--- src/rtl/hsid_pkg.sv ---
// Shared HSID constants and types for the main datapath front end.
package hsid_pkg;

    localparam int unsigned HSID_WORD_WIDTH        = 32;
    localparam int unsigned HSID_HSP_BANDS_WIDTH   = 8;
    localparam int unsigned HSID_HSP_LIBRARY_WIDTH = 8;

    typedef enum logic [1:0] {
        IDLE          = 2'd0,
        LOAD_CAPTURED = 2'd1,
        LOAD_REF      = 2'd2,
        DONE          = 2'd3
    } hsid_feeder_state_t;

endpackage

--- src/rtl/hsid_band_pack_counter.sv ---
// Two-level counter: band pack within an HSP, and HSP within the reference library.
module hsid_band_pack_counter #(
    parameter int unsigned BANDS_WIDTH   = 8,
    parameter int unsigned LIBRARY_WIDTH = 8
) (
    input  logic                     clk,
    input  logic                     rst_n,
    input  logic                     clr,
    input  logic                     inc,
    input  logic                     hsp_en,
    input  logic [BANDS_WIDTH-1:0]   threshold,
    input  logic [LIBRARY_WIDTH-1:0] size,
    output logic [BANDS_WIDTH-1:0]   pack_count,
    output logic [LIBRARY_WIDTH-1:0] hsp_count,
    output logic                     pack_last,
    output logic                     all_last
);

    logic [BANDS_WIDTH-1:0]   r_pack_count;
    logic [LIBRARY_WIDTH-1:0] r_hsp_count;

    // Zero threshold/size never reach here, so the -1 cannot wrap.
    assign pack_last  = (r_pack_count == (threshold - BANDS_WIDTH'(1)));
    assign all_last   = pack_last && (r_hsp_count == (size - LIBRARY_WIDTH'(1)));
    assign pack_count = r_pack_count;
    assign hsp_count  = r_hsp_count;

    always_ff @(posedge clk or negedge rst_n) begin
        if (!rst_n) begin
            r_pack_count <= '0;
            r_hsp_count  <= '0;
        end else if (clr) begin
            r_pack_count <= '0;
            r_hsp_count  <= '0;
        end else if (inc) begin
            if (pack_last) begin
                r_pack_count <= '0;
                if (hsp_en) begin
                    r_hsp_count <= all_last ? '0 : r_hsp_count + LIBRARY_WIDTH'(1);
                end
            end else begin
                r_pack_count <= r_pack_count + BANDS_WIDTH'(1);
            end
        end
    end

endmodule

--- src/rtl/hsid_hsp_feeder.sv ---
// Steers the incoming HSP word stream into the captured and reference FIFOs,
// with back-pressure from both full flags.
module hsid_hsp_feeder
    import hsid_pkg::*;
#(
    parameter int unsigned WORD_WIDTH        = HSID_WORD_WIDTH,
    parameter int unsigned HSP_BANDS_WIDTH   = HSID_HSP_BANDS_WIDTH,
    parameter int unsigned HSP_LIBRARY_WIDTH = HSID_HSP_LIBRARY_WIDTH
) (
    input  logic                         clk,
    input  logic                         rst_n,
    input  logic                         clear,
    input  logic                         start,
    input  logic [HSP_LIBRARY_WIDTH-1:0] hsp_library_size,
    input  logic [HSP_BANDS_WIDTH-1:0]   band_pack_threshold,
    input  logic [WORD_WIDTH-1:0]        s_data,
    input  logic                         s_valid,
    output logic                         s_ready,
    output logic [WORD_WIDTH-1:0]        fifo_captured_data,
    output logic                         fifo_captured_wr_en,
    input  logic                         fifo_captured_full,
    output logic                         fifo_captured_complete,
    output logic [WORD_WIDTH-1:0]        fifo_ref_data,
    output logic                         fifo_ref_wr_en,
    input  logic                         fifo_ref_full,
    output hsid_feeder_state_t           state,
    output logic [HSP_BANDS_WIDTH-1:0]   band_pack_count,
    output logic [HSP_LIBRARY_WIDTH-1:0] hsp_ref_count,
    output logic                         cfg_error,
    output logic                         done,
    output logic                         idle
);

    hsid_feeder_state_t           r_state;
    logic [HSP_BANDS_WIDTH-1:0]   r_threshold;
    logic [HSP_LIBRARY_WIDTH-1:0] r_size;
    logic                         r_complete;
    logic                         r_cfg_error;

    logic w_s_ready;
    logic w_xfer;
    logic w_pack_last;
    logic w_all_last;
    logic w_cnt_clr;
    logic w_cfg_ok;

    // Ready follows the full flag of the FIFO owned by the current state; clear blocks writes.
    always_comb begin
        w_s_ready = 1'b0;
        if (!clear) begin
            case (r_state)
                LOAD_CAPTURED: w_s_ready = !fifo_captured_full;
                LOAD_REF:      w_s_ready = !fifo_ref_full;
                default:       w_s_ready = 1'b0;
            endcase
        end
    end

    assign w_xfer    = s_valid && w_s_ready;
    assign w_cnt_clr = clear || (r_state == DONE);
    assign w_cfg_ok  = (band_pack_threshold != '0) && (hsp_library_size != '0);

    hsid_band_pack_counter #(
        .BANDS_WIDTH   (HSP_BANDS_WIDTH),
        .LIBRARY_WIDTH (HSP_LIBRARY_WIDTH)
    ) u_counter (
        .clk        (clk),
        .rst_n      (rst_n),
        .clr        (w_cnt_clr),
        .inc        (w_xfer),
        .hsp_en     (r_state == LOAD_REF),
        .threshold  (r_threshold),
        .size       (r_size),
        .pack_count (band_pack_count),
        .hsp_count  (hsp_ref_count),
        .pack_last  (w_pack_last),
        .all_last   (w_all_last)
    );

    always_ff @(posedge clk or negedge rst_n) begin
        if (!rst_n) begin
            r_state     <= IDLE;
            r_threshold <= '0;
            r_size      <= '0;
            r_complete  <= 1'b0;
            r_cfg_error <= 1'b0;
        end else begin
            r_cfg_error <= 1'b0;
            if (clear) begin
                r_state    <= IDLE;
                r_complete <= 1'b0;
            end else begin
                case (r_state)
                    IDLE: begin
                        if (start) begin
                            if (w_cfg_ok) begin
                                r_threshold <= band_pack_threshold;
                                r_size      <= hsp_library_size;
                                r_complete  <= 1'b0;
                                r_state     <= LOAD_CAPTURED;
                            end else begin
                                r_cfg_error <= 1'b1;
                                r_state     <= DONE;
                            end
                        end
                    end
                    LOAD_CAPTURED: begin
                        if (w_xfer && w_pack_last) begin
                            r_complete <= 1'b1;
                            r_state    <= LOAD_REF;
                        end
                    end
                    LOAD_REF: begin
                        if (w_xfer && w_all_last) begin
                            r_state <= DONE;
                        end
                    end
                    default: r_state <= IDLE;
                endcase
            end
        end
    end

    assign s_ready                = w_s_ready;
    assign fifo_captured_data     = s_data;
    assign fifo_ref_data          = s_data;
    assign fifo_captured_wr_en    = w_xfer && (r_state == LOAD_CAPTURED);
    assign fifo_ref_wr_en         = w_xfer && (r_state == LOAD_REF);
    assign fifo_captured_complete = r_complete;
    assign state                  = r_state;
    assign cfg_error              = r_cfg_error;
    assign done                   = (r_state == DONE);
    assign idle                   = (r_state == IDLE);

endmodule
--- config.mk ---
export PLATFORM = sky130hd
export DESIGN_NAME = hsid_hsp_feeder
export DESIGN_NICKNAME = d
export VERILOG_FILES = /design/src/rtl/hsid_pkg.sv /design/src/rtl/hsid_band_pack_counter.sv /design/src/rtl/hsid_hsp_feeder.sv
export SDC_FILE = /design/constraint.sdc
export NUM_CORES = 1
export LEC_CHECK = 0
export CAP_MARGIN = 20
export CELL_PAD_IN_SITES_DETAIL_PLACEMENT = 1
export CELL_PAD_IN_SITES_GLOBAL_PLACEMENT = 1
export CORE_MARGIN = 4
export CORE_UTILIZATION = 35
export CTS_CLUSTER_SIZE = 16
export DETAILED_ROUTE_END_ITERATION = 6
export DONT_BUFFER_PORTS = 1
export GPL_TIMING_DRIVEN = 0
export PLACE_DENSITY = 0.66
export SLEW_MARGIN = 20
export SYNTH_ARGS = -nofsm -noshare
export SYNTH_HDL_FRONTEND = slang
export SYNTH_HIERARCHICAL = 1
export SYNTH_SLANG_ARGS = --single-unit
--- constraint.sdc ---
create_clock -name clk -period 6.66 [get_ports clk]
set_input_delay 1.332 -clock clk [delete_from_list [all_inputs] [get_ports clk]]
set_output_delay 1.332 -clock clk [all_outputs]
set_load 0.1 [all_outputs]
==> results.sh <==
export IMPL_required_ps=5330
export IMPL_clock_skew_ps=5.983
export IMPL_power_density_nw_per_um2=362.7
export IMPL_rows=33
export IMPL_drc=0
export IMPL_grt_max_degree=37
export IMPL_htree_levels=2
export IMPL_clkSlewWorstSetupHoldPaths_ps=80
export IMPL_die_area_um2=10130
export IMPL_antenna_found_initial=0
export IMPL_leakagePower_nw=1.493
export IMPL_fin_area_um2=3282
export IMPL_syn_inst=311
export IMPL_synth_warnings=6
export IMPL_status="finished clean"
export IMPL_final_cells=427
export IMPL_vdd_drop_max_mv=0.1367
export IMPL_yosys_cell_types_count=59
export IMPL_gp_congestion=0.7737
export IMPL_holdBufCountCts=0
export IMPL_drt_total_wl_um=7389
export IMPL_cts_buffers_inserted=5
export IMPL_yosysSeqAreaShare_pct=29.99
export IMPL_seqCellArea_um2=900.9
export IMPL_layout_common_cells="65 x buf_4, 36 x dfrtp_1, 18 x inv_1"
export IMPL_grt_pass1_wl_um=11830
export IMPL_grt_setup_unrepaired="false"
export IMPL_drive_above_1_share_pct=35.83
export IMPL_mappedNetlistArea_um2=3004
export IMPL_path_class="reg2out"
export IMPL_nNetsFinal=383
export IMPL_reg2regPathDepth=11
export IMPL_cts_tree="done"
export IMPL_r2r_slack_ps=3190
export IMPL_synth_seq_cells=36
export IMPL_drtAntennaViolNets=0
export IMPL_area_growth_pct=9.246
export IMPL_r2r_end="u_counter/pack_count[2]$_DFFE_PN0P_"
export IMPL_finalHoldViolations=0
export IMPL_die_x_um=100.6
export IMPL_worstPathArrival_ps=3500
export IMPL_period_share_pct=72.62
export IMPL_worst_pin_slew_ps=1133
export IMPL_hold_start="r_threshold[7]$_DFFE_PN0P_"
export IMPL_hold_path_class="reg2reg"
export IMPL_setup_tns_ps=0
export IMPL_fin_crit_ps=4836
export IMPL_cts_sinks=36
export IMPL_cts_resized_gates=0
export IMPL_dp_hpwl_um=6017
export IMPL_num_fill_cells=968
export IMPL_holdPathEnd="r_threshold[7]$_DFFE_PN0P_"
export IMPL_synth_edf_count=0
export IMPL_dr_pass1_iters=4
export IMPL_placed_area_um2=3184
export IMPL_final_common_cell="buf_4"
export IMPL_r2r_start="state[1]$_DFFE_PN0P_"
export IMPL_postCtsSetupBuffers=0
export IMPL_drv_cap=0
export IMPL_setup_viol=0
export IMPL_routedWlPerCell_um=17.30
export IMPL_die_y_um=100.6
export IMPL_cts_root_buf="clkbuf_8"
export IMPL_grt_pass1_vias=2359
export IMPL_io_buffers=0
export IMPL_power_total_mw=1.190
export IMPL_cp_start_kind="flop"
export IMPL_slew_headroom_pct=24.43
export IMPL_synthArstFlopShare_pct=100.0
export IMPL_grt_util_all_layers_pct=14.60
export IMPL_start_util_pct=36.20
export IMPL_dp_cells=418
export IMPL_grt_overflow=0
export IMPL_worstSetupEndpointType="output pin"
export IMPL_min_path_cells=1
export IMPL_path_max_fanout=5
export IMPL_ys_flop_type="dfrtp_1"
export IMPL_syn_nets=374
export IMPL_ctsLongestPathBuffers=2
export IMPL_slew_violations=0
export IMPL_syn_avg_cell_area_um2=9.660
export IMPL_drtIter0Drc=49
export IMPL_coreArea_um2=8299
export IMPL_insertion_delay_ps=290
export IMPL_max_freq_mhz=206.8
export IMPL_io_pins=144
export IMPL_multi_input_area_um2=1524
export IMPL_vias_per_cell=5.197
export IMPL_vias=2219
==> per-layer routing <==
metal	vias up	part of all wire, %	global-route usage (%)
li1	1036	-	-
met2	110	47	25.16
met1	1064	41	18.17
met3	9	10	3.045
met4	0	1.8	4.560
met5	-	0	0
==> power by group <==
group / switching, mW / internal, mW
logic: 0.384 / 0.230
registers: 0.140 / 0.273
clock network: 0.0801 / 0.0826
==> cell usage after synthesis, types with 6 or more instances <==
library cell  count  area (um^2)
nand2_1          17        63.81
inv_1            18        67.56
ha_1              8        100.1
xnor2_1          10        87.58
nor3_1           11        55.05
a32oi_1           7        61.31
o21ai_0           7        35.03
dfrtp_1          36        900.9
o31ai_2           6        75.07
nor2b_1           7        43.79
nand3_1           9        45.04
xor2_1           11        96.34
mux2_4           10        150.1
nand2b_1          6        37.54
buf_4            65        488.0
nor2_1           12        45.04
==> cells by family (layout without fill, tap and decap cells) <==
family | Yosys count | count (layout) | share of synthesized area, %
compound gates | 47 | 47 | 13.33
xor+xnor | 21 | 21 | 6.122
fa+ha+maj | 9 | 9 | 3.665
buf+inv | 88 | 98 | 19.95
flops | 36 | 36 | 29.99
mux | 19 | 19 | 8.246
other cells | 0 | 1 | 0
simple gates | 91 | 91 | 18.70
==> how the worst max path moves through the flow <==
stage                                      to            startpoint  cells after the start  slack (ps)
after global routing      fifo_captured_wr_en  state[1]$_DFFE_PN0P_                      7        1680
after floorplan           fifo_captured_wr_en    fifo_captured_full                      4         950
after CTS                      fifo_ref_wr_en  state[0]$_DFFE_PN0P_                      8        1790
final                          fifo_ref_wr_en  state[1]$_DFFE_PN0P_                      7        1820
after global placement         fifo_ref_wr_en  state[0]$_DFFE_PN0P_                      6         610
after detailed placement       fifo_ref_wr_en  state[1]$_DFFE_PN0P_                      7        2120
==> per-stage QoR <==
| step | util, % | setup slack, ps | hold WS (ps) |
|---|---|---|---|
| after floorplan | - | 952.9 | 502.5 |
| after global placement | 37.84 | 609.2 | 526.3 |
| after detailed placement | 38.37 | 2118 | 530.2 |
| after CTS | 39.48 | 1788 | 548.1 |
| after global routing | 39.51 | 1679 | 559.9 |
| final | 39.54 | 1824 | 545.2 |
==> worst max-delay path, stage by stage, from the launching register on <==
cell and delay [ps]:
dfrtp_1 1010, ha_1 440, nand2b_1 170, a211oi_4 310, buf_16 210, buf_1 110, nand2_1 100, nor2_2 860
==> registers in the layout, summed over array words and instances, names as in the netlist <==
name                    count
cfg_error                   1
fifo_captured_complete      1
r_size                      8
r_threshold                 8
state                       2
u_counter/hsp_count         8
u_counter/pack_count        8
==> cell type report <==
| cell class | count | share of cell area (%) |
|---|---|---|
| clock buffers | 6 | 2.516 |
| inverters | 18 | 2.059 |
| plain buffers | 70 | 16.20 |
| multi-input cells | 187 | 46.44 |
| diodes | 1 | 0.07625 |
| well taps | 105 | 4.003 |
| clock inverters | 2 | 0.3050 |
| flip-flops and latches | 36 | 27.45 |
| repair buffers | 2 | 0.9531 |
Power figures use the tool's default switching activity.
==> edit, RTL diff (same settings) <==
Change the package constant `HSID_WORD_WIDTH` from 32 to 36.
--- a/src/rtl/hsid_pkg.sv
+++ b/src/rtl/hsid_pkg.sv
@@ -1,7 +1,7 @@
 // Shared HSID constants and types for the main datapath front end.
 package hsid_pkg;
 
-    localparam int unsigned HSID_WORD_WIDTH        = 32;
+    localparam int unsigned HSID_WORD_WIDTH        = 36;
     localparam int unsigned HSID_HSP_BANDS_WIDTH   = 8;
     localparam int unsigned HSID_HSP_LIBRARY_WIDTH = 8;
 
Interface: changed (resized fifo_captured_data, fifo_ref_data and s_data); port bits go from 144 to 156. No check against the original RTL was run, so the function may have changed too.
==> edit against the unedited design <==
- routed wire length increased by 0.73%
- combinational power is 3.7% higher
- final area is 1.7% higher
- sequential cell count stayed put
- power increased by 1.9%
- area after synthesis up 2.0%
- setup slack barely moved
==> edit: results (changes against the unedited design) <==
[detailed_routing]
dr.pass1.iters=4  ; unchanged
routedWlPerCell_microns=17.1  ; -0.89%
finalWirelength_mm=7.44  ; +0.73%
initialDrtViolationCount=46  ; -6.1%
viasPerCell=5.25  ; +1.1%

[placement]
placed_cells_incl_taps=426  ; +1.9%
postPlaceCellArea_sq_um=3240  ; +1.9%
place_congestion=0.747  ; -3.5%
hpwl_mm=6.03  ; +0.14%

[yosys]
syn_nets=386  ; +3.2%
ys_async_sr_fraction_pct=100  ; unchanged
syn_avg_cell_area_sq_um=9.61  ; -0.56%
ys_types=59  ; unchanged
ys_seq_area_share_pct=29.4  ; -0.59 points
netlist_top_cells_area=dfrtp_1 (29%), buf_4 (18%), mux2_4 (4.9%)
synth_common_cells=buf_4 (73), dfrtp_1 (36), inv_1 (18)

[min_path]
hp-class=flip-flop to flip-flop

[critical_path]
crit_path_max_fanout=5  ; unchanged

[grt]
grt_max_degree=37  ; unchanged
grt_pass1_wl_mm=11.2  ; -5.1%
antenna_found_initial=0  ; unchanged
grt_pass1_vias=2293  ; -2.8%
grtUsageTotal_pct=13.7  ; -0.94 points

[outcome]
status=finished, final reports clean

[final_layout]
num-nets-final=395  ; +3.1%
antennaDiodeCount=0  ; -1
drive_gt1_share_pct=37.4  ; +1.6 points

[pwr]
power.leakage_nw=1.53  ; +2.5%
irDropWorstVdd_v=0.000193  ; +41%
powerDensity_nw_per_um2=363  ; +0.14%

[sta]
clock_skew_ps=4.54  ; -1.44 ps
slew_headroom_pct=22.7  ; -1.8 points

[clock_tree]
insertion_delay_ps=290  ; about the same
cts-root-buf=clkbuf_8
clk_pin_slew_ps=80  ; about the same
cts-buffers-inserted=5  ; unchanged
cts.htree.levels=2  ; unchanged

edit: kinds of logic after synthesis:
kind of cell / share of synthesized area [%]
and+or+nand+nor: 18.3
DFF: 29.4
buffers and inverters: 21.5
xor gates and xnor gates: 6.00
AOI/OAI and AO/OA: 13.1
muxes: 8.08
adders and majority gates: 3.59
edit: final timing paths:
check	start	to	slack (ps)	cells after the start
setup reg to reg	state[1]	u_counter/pack_count[2]	3140	11
hold / removal	r_threshold[7]	r_threshold[7]	540	1
hold reg to reg	r_threshold[7]	r_threshold[7]	540	1
max in group asynchronous	rst_n	u_counter/hsp_count[2]	5830	0
min in group asynchronous	rst_n	r_threshold[4]	730	0
setup / recovery	state[1]	fifo_ref_wr_en	1820	7
edit: per-stage QoR:
step / utilization, % / setup WS (ps) / power (mW) / hold slack (ps)
finish: 39.8 / 1820 / 1.21 / 543
global route: 39.8 / 1610 / 1.29 / 574
CTS: 39.8 / 1760 / 1.23 / 544
detailed placement: 38.7 / 2090 / 1.05 / 521
global placement: 38.2 / 614 / 1.03 / 522
floorplan: - / 953 / 0.962 / 503
edit: layout make-up:
class | count | area (sq um)
fill | 973 | 5040
multi-input combinational | 187 | 1520
sequential | 36 | 902
buffer | 78 | 592
tap | 105 | 131
clock buffer | 6 | 82.6
inverter | 18 | 67.6
timing repair buffer | 2 | 31.3
clock inverter | 2 | 10.0
edit: where the power goes:
part | total, mW | leakage [nW] | internal [mW] | switching, mW
registers | 0.410 | 0.465 | 0.273 | 0.137
clock network | 0.166 | 0.0510 | 0.0827 | 0.0831
logic | 0.637 | 1.01 | 0.232 | 0.405
total | 1.21 | 1.53 | 0.588 | 0.625
edit: worst max-delay path, cell delays in order, from the launching register on:
cell and delay [ps]:
dfrtp_1 1000, ha_1 460, nand2b_1 180, a211oi_4 300, buf_16 210, buf_1 100
nand2_1 130, nor2_2 830
edit: routing by layer:
| layer | up-vias | routed length (microns) | GRT usage, % |
|---|---|---|---|
| met5 | - | 0 | 0 |
| met4 | 0 | 75 | 3.68 |
| met3 | 5 | 808 | 3.58 |
| met2 | 121 | 3690 | 24.5 |
| met1 | 1103 | 2870 | 16.1 |
| li1 | 1051 | - | - |
